File: src/rtl/division_seq.sv
`default_nettype none
// ============================================================================
// Module   : division_seq
// Brief    : Sequential restoring divider, 2N-bit dividend / N-bit divisor,
//            one quotient bit per clock, start/busy/done handshake.
// Revision : 1.0 - initial release
// ============================================================================
module division_seq #(
    parameter int N = 8
) (
    input  logic             clk,
    input  logic             rst_n,
    input  logic             start,
    input  logic [2*N-1:0]   dividend,
    input  logic [N-1:0]     divisor,
    output logic             ready,
    output logic             busy,
    output logic             done,
    output logic [2*N-1:0]   quotient,
    output logic [N-1:0]     remainder,
    output logic             div_by_zero
);

    localparam int              c_CW       = $clog2(2*N);
    localparam logic [c_CW-1:0] c_CNT_INIT = c_CW'(2*N-1);

    typedef enum logic [1:0] {
        S_IDLE = 2'd0,
        S_CALC = 2'd1,
        S_DONE = 2'd2
    } state_t;

    state_t          r_state;
    state_t          w_state_nxt;
    logic [2*N-1:0]  r_dvd;
    logic [N-1:0]    r_dvs;
    logic [N-1:0]    r_prem;
    logic [c_CW-1:0] r_cnt;

    logic            w_accept;
    logic [N:0]      w_shift;
    logic            w_ge;
    logic [N-1:0]    w_prem_nxt;
    logic [2*N-1:0]  w_dvd_nxt;

    // The partial remainder never reaches the divisor, so N stored bits
    // suffice; only the shifted trial value needs the extra bit.
    always_comb begin
        w_shift    = {r_prem, r_dvd[2*N-1]};
        w_ge       = (w_shift >= {1'b0, r_dvs});
        w_prem_nxt = w_ge ? (w_shift[N-1:0] - r_dvs) : w_shift[N-1:0];
        w_dvd_nxt  = {r_dvd[2*N-2:0], w_ge};
    end

    always_comb begin
        w_accept    = start && (r_state != S_CALC);
        w_state_nxt = r_state;
        case (r_state)
            S_IDLE, S_DONE: begin
                if (w_accept) begin
                    w_state_nxt = (divisor == '0) ? S_DONE : S_CALC;
                end else begin
                    w_state_nxt = S_IDLE;
                end
            end
            S_CALC: begin
                if (r_cnt == '0) begin
                    w_state_nxt = S_DONE;
                end
            end
            default: w_state_nxt = S_IDLE;
        endcase
    end

    always_ff @(posedge clk or negedge rst_n) begin
        if (!rst_n) begin
            r_state <= S_IDLE;
        end else begin
            r_state <= w_state_nxt;
        end
    end

    always_ff @(posedge clk or negedge rst_n) begin
        if (!rst_n) begin
            r_dvd       <= '0;
            r_dvs       <= '0;
            r_prem      <= '0;
            r_cnt       <= '0;
            quotient    <= '0;
            remainder   <= '0;
            div_by_zero <= 1'b0;
        end else if (w_accept) begin
            r_dvd  <= dividend;
            r_dvs  <= divisor;
            r_prem <= '0;
            r_cnt  <= c_CNT_INIT;
            if (divisor == '0) begin
                quotient    <= '1;
                remainder   <= dividend[N-1:0];
                div_by_zero <= 1'b1;
            end
        end else if (r_state == S_CALC) begin
            r_dvd  <= w_dvd_nxt;
            r_prem <= w_prem_nxt;
            r_cnt  <= r_cnt - c_CW'(1);
            if (r_cnt == '0) begin
                quotient    <= w_dvd_nxt;
                remainder   <= w_prem_nxt;
                div_by_zero <= 1'b0;
            end
        end
    end

    assign ready = (r_state != S_CALC);
    assign busy  = (r_state == S_CALC);
    assign done  = (r_state == S_DONE);

endmodule
`default_nettype wire
File: config.mk
export PLATFORM = sky130hd
export DESIGN_NAME = division_seq
export DESIGN_NICKNAME = d
export VERILOG_FILES = /design/src/rtl/division_seq.sv
export SDC_FILE = /design/constraint.sdc
export NUM_CORES = 1
export LEC_CHECK = 0
export ABC_AREA = 1
export BUFFER_PORTS_ARGS = -buffer_cell sky130_fd_sc_hd__buf_2
export CAP_MARGIN = 10
export CORE_ASPECT_RATIO = 0.6
export CORE_MARGIN = 2
export CORE_UTILIZATION = 50
export CTS_CLUSTER_DIAMETER = 60
export DETAILED_ROUTE_END_ITERATION = 16
export GPL_TIMING_DRIVEN = 0
export PLACE_DENSITY = 0.72
export REMOVE_ABC_BUFFERS = 1
export SYNTH_ARGS = -nofsm -noshare
export SYNTH_HDL_FRONTEND = slang
export SYNTH_SLANG_ARGS = --single-unit
File: constraint.sdc
create_clock -name clk -period 2.3 [get_ports clk]
set_input_delay 0.115 -clock clk [delete_from_list [all_inputs] [get_ports clk]]
set_output_delay 0.115 -clock clk [all_outputs]
set_load 0.05 [all_outputs]
* Yosys cells after proc, flatten, opt, wreduce, memory -nomap -nowiden
Cells that the tools add are included.
** Cells by class
- Add/subtract/negate cells :: 2
- Order comparisons :: 1
- Eq/ne operators :: 5
- Multiplexer cells :: 23
- Reduce and logical (&&, ||, !) cells :: 8
** Operators by type and width (count)
- 16-bit two-way mux :: 6
- 8-bit two-way mux :: 7
- 9-bit by 8-bit >= comparator with 1-bit output :: 1
- 8-bit zero test :: 1
- 4-bit two-way mux :: 2
- 8-bit subtractor :: 1
- 2-bit two-way mux :: 3
- 2-bit by 1-bit != test with 1-bit output, second input constant :: 3
- 4-bit zero test :: 1
- 1-bit two-way mux :: 4
- 2-bit one-hot mux with 2 select lines :: 1
- 2-bit nonzero test :: 2
- 4-bit by 1-bit subtractor with 4-bit output, second input constant :: 1
- 3-bit AND reduction :: 1
- 2-bit by 1-bit equality test with 1-bit output, second input constant :: 1
- 2-bit equality test, second input constant :: 1
- 2-bit zero test :: 1
- 2-bit OR reduction :: 1
- 1-bit logical AND :: 1
** Word-level totals
- Flip-flop bits (word level) :: 63
- Bits of input ports :: 27
- Output and inout port bits :: 28
- Logic and storage cells :: 47

* Longest topological paths before layout
- Depth after elaboration :: 5
- Gate-level depth with buffers :: 13
- Depth with buffers taken out :: 13

* Least setup slack after synthesis
Ideal clock, no wire load.
- Path kind :: register to register
- Start :: reg r_dvd[15]
- End :: reg remainder[4]
- Library setup time :: 63 ps
- Arrival :: 1581 ps
- Data required time :: 2237 ps
- Path slack :: 657 ps
- Stages on the path, launching flop included :: 12
- Path buffers :: 0
- Period minus slack after synthesis :: 1643 ps
- Cells stage by stage :: dfrtp_1 > inv_1 > ha_1 > fa_1 > inv_1 > nand3_1 > nand3_1 > xor2_1 > nand3_1 > nand3_1 > nand2_1 > inv_1
** On the way
- Longest elaborated chain between the ends :: 5
- Elaborated cells between the ends (all ways) :: 6
- Classes of those cells :: add/sub: 1; order compare: 1; mux: 4
** RTL lines
- start, declared :: line 35 : logic [2*N-1:0] r_dvd;
- start signal, assigned :: line 93 : r_dvd <= dividend;
- start signal, assigned :: line 103 : r_dvd <= w_dvd_nxt;
- 8-bit subtractor or 9-bit by 8-bit >= comparator with 1-bit output (tied branches) :: line 51, 50
- 8-bit two-way mux (*) :: line 51 : w_prem_nxt = w_ge ? (w_shift[N-1:0] - r_dvs) : w_shift[N-1:0];
- 8-bit two-way mux (*) :: line 106 : if (r_cnt == '0) begin
- 8-bit two-way mux (*) :: line 102 : end else if (r_state == S_CALC) begin
- 8-bit two-way mux (*) :: line 92 : end else if (w_accept) begin
- end signal, assigned :: line 99 : remainder <= dividend[N-1:0];
- end signal, assigned :: line 108 : remainder <= w_prem_nxt;
- end, declared :: line 20 : output logic [N-1:0] remainder,
Every way passes the cells marked *; elsewhere a longest branch is shown, timed or not. The select of a mux whose other input is x is not followed.
A chain may end at the register's enable or synchronous reset.

* Worst setup path in the final report
- Start :: reg r_state[0]
- End :: reg r_cnt[1]
** On the way
- Longest elaborated chain between the ends :: 3
- Elaborated cells between the ends (all ways) :: 5
- Classes of those cells :: eq/ne: 2; mux: 1; reduce/logical: 2
** RTL lines
- start, declared :: line 33 : state_t r_state;
- start signal, assigned :: line 79 : r_state <= w_state_nxt;
- 2-bit by 1-bit != test with 1-bit output :: line 56 : w_accept = start && (r_state != S_CALC);
- 1-bit logical AND :: line 56
- 4-bit two-way mux or 2-bit nonzero test (tied branches)
- end signal, assigned :: line 96 : r_cnt <= c_CNT_INIT;
- end signal, assigned :: line 105 : r_cnt <= r_cnt - c_CW'(1);
- end, declared :: line 38 : logic [c_CW-1:0] r_cnt;
Several ways; a longest one is shown, not always the timed one.

==> summary.txt <==
Outcome
  • Status: finished, final reports clean

Global routing
  • Met2 usage: 32.0%
  • Vias in the first global route: 2616
  • Total congestion overflow: 0
  • GRT Max-Usage Layer: met1
  • Largest net degree at the start of global routing: 64
  • Met1 usage: 32.6%
  • Gr usage total: 22.5%
  • Met3 Use GR: 6.37%
  • Initial antenna violation count: 0
  • First-pass GRT wire length: 12400 um

Final layout
  • Diode count: 0
  • Finished Layout Cells: 558
  • Final design utilization: 60.8%
  • # fillers: 600
  • Layout Area Growth over Synthesis: 19.0%
  • Layout cells sized above 1: 18.0%
  • Layout Nets: 503

Setup path
  • Worst EP required: 2500 ps
  • Critical Path End Type: flop
  • Crit start category: flop
  • Start point of the critical path: r_state[0]$_DFFE_PN0P_
  • Launching point of the worst reg2reg path: r_state[0]$_DFFE_PN0P_
  • Max FO, Critical Path: 26
  • CP arrival: 2330 ps
  • Setup Crit Path Kind: reg2reg

STA
  • Setup violators final: 0
  • Crit share post-route: 92.2%
  • Setup slack after layout: 180 ps
  • Unrepaired setup endpoints after global routing: no
  • Tightest Pin Transition: 810 ps
  • Setup TNS: 0 ps
  • WHS: 10.4 ps
  • Max-slew headroom: 46.0%
  • Worst Skew: 7.45 ps
  • Minimum clock period after layout: 2120 ps
  • Final hold viol count: 0
  • Final slew viol count: 0
  • Fmax: 0.472 GHz

Place
  • Routability cong.: 0.910
  • Place WS: 206 ps
  • Placed cells: 538
  • Detailed Place HPWL: 5440 um
  • PortBufs: 54

Route
  • Via Count: 2859
  • # DRC: 0
  • Drt first-iter violations: 240
  • Drt via density: 5.12
  • DRT Pass-1 Iters: 4
  • Drt total wl: 7890 um
  • Routed len/inst: 14.1 um
  • Final ANT Viol Nets: 0

Pwr
  • Clock Power Share: 20.2%
  • Sw Ratio: 47.5%
  • Peak supply drop: 1.02 mV
  • Cell leakage power: 0.00206 uW
  • Flop pwr share: 25.9%
  • Power Density: 1830 mW/mm2
  • Switch Pwr: 3490 uW
  • Combinational power share: 54.0%
  • Internal: 3860 uW

Clock tree
  • Clk_lat worst skew: 330 ps
  • CTS resizes: 0
  • Max clock buf depth: 2
  • CTS Sinks: 63
  • Hold_buf cts: 4
  • Setup bufs post-CTS: 0
  • Clock transition at the registers of the reported paths: 50 ps
  • CTS tree: yes
  • CTS root buf: clkbuf_16
  • CTS Buf Count: 9
  • H-tree Lvls: 3

Floorplanning
  • Die footprint: 0.00745 mm2
  • Rows: 23
  • Chip height: 67.7 um
  • Starting density of the core: 51.1%
  • Core ar.: 0.00662 mm2
  • I/O pin count: 55
  • Chip Width: 110 um

Synthesis
  • Mean Syn Cell Area: 8.22 um2
  • Synth warnings: 0
  • Post-synthesis cell type count: 38
  • Yosys reg bits: 63
  • Post-Synthesis Cell Area: 0.00338 mm2
  • Sequential fraction of the synthesis area: 46.6%
  • Mapped Cells: 411

Hold path
  • Hold Startpoint: dividend[14]
  • Hold crit path type: in2reg

Run
  • Max-cap violations: 0
==> worst paths after layout <==
path                                           end  slack [ps]  depth (start not counted)
setup / recovery              r_cnt[1]$_DFFE_PN0P_         180                          6
hold / removal               r_dvd[14]$_DFFE_PN0P_          10                          3
setup reg to reg              r_cnt[1]$_DFFE_PN0P_         180                          6
hold reg to reg            div_by_zero$_DFFE_PN0P_         500                          2
max in group asynchronous  quotient[2]$_DFFE_PN0P_        1340                          2
min in group asynchronous     r_cnt[2]$_DFFE_PN0P_         420                          2
==> sequential cells by signal, summed over array words and instances (netlist names) <==
name and flops:
div_by_zero 1, r_cnt 4, r_dvd 16, quotient 16, r_state 2, r_dvs 8, r_prem 8, remainder 8
==> final cells by class <==
cell class | count | area (um2) | share of cell area, %
Clock buffer | 13 | 260 | 6.47
Timing Repair Buffer | 58 | 313 | 7.78
Sequential cell | 63 | 1580 | 39.2
Inverter | 62 | 233 | 5.79
Tap cell | 87 | 109 | 2.71
Multi-Input combinational cell | 272 | 1470 | 36.4
Clock inverter | 3 | 65.1 | 1.62
==> per-layer routing <==
metal	vias to the layer above	part of all wire [%]
met5	-	0
met4	0	0.86
met3	8	6.8
met2	82	42
met1	1328	51
li1	1441	-
==> worst max-delay path, cell delays in order (launching register included) <==
cell	delay, ps
dfrtp_1	380
inv_2	110
nor2_8	70
nor2_4	280
clkinv_1	700
o21ai_0	390
inv_1	70
==> synthesized netlist by cell type, drive strengths merged <==
cell | n | area [um2]
a21boi | 8 | 60.1
a21oi | 18 | 90.1
a31oi | 4 | 25.0
buf | 12 | 97.6
clkbuf | 2 | 7.51
clkinv | 2 | 7.51
dfrtp | 63 | 1580
fa | 1 | 20.0
ha | 9 | 113
inv | 60 | 225
nand2 | 111 | 445
nand3 | 26 | 135
nand4 | 12 | 81.3
nor2 | 40 | 203
o211ai | 1 | 7.51
o21ai | 15 | 75.1
o221ai | 13 | 114
o22ai | 1 | 6.26
o31ai | 1 | 7.51
or2 | 9 | 56.3
xnor2 | 2 | 17.5
xor2 | 1 | 8.76
==> per-stage QoR <==
step           total power, uW  instance area, um2
6_report                  7350                4020
4_1_cts                   7360                4020
5_1_grt                   7960                4020
2_1_floorplan             4960                3270
3_5_place_dp              5830                3660
3_3_place_gp              5740                3650
==> placed cells by master (no fill, tap or decap), drive strengths merged, types with 2 or more instances in the layout <==
master	count
bufinv	2
nand3	26
or2	9
clkbuf	13
xnor2	2
ha	9
nor2	40
nand2	111
o21ai	15
a21oi	18
dlygate4sd3	4
o221ai	13
dfrtp	63
a31oi	4
a21boi	8
nand4	12
clkinv	3
inv	60
buf	54
==> power groups by stage <==
| stage | sequential (uW) | clock [uW] | combinational, uW |
|---|---|---|---|
| 2_1_floorplan | 2590 | 0 | 2360 |
| 3_3_place_gp | 1900 | 0 | 3840 |
| 3_5_place_dp | 1920 | 0 | 3920 |
| 4_1_cts | 1900 | 1510 | 3960 |
| 5_1_grt | 1960 | 1550 | 4440 |
| 6_report | 1900 | 1480 | 3970 |
==> cells by family (layout without fill, tap and decap cells) <==
family          Yosys count  in the layout  share of synthesized area, %
xor+xnor                  3              3                         0.778
compound gates           61             61                          11.4
simple gates            198            198                          27.2
fa+ha+maj                10             10                          3.92
flops                    63             63                          46.6
buf+inv                  76            136                          10.0
(Power assumes the default switching activity.)
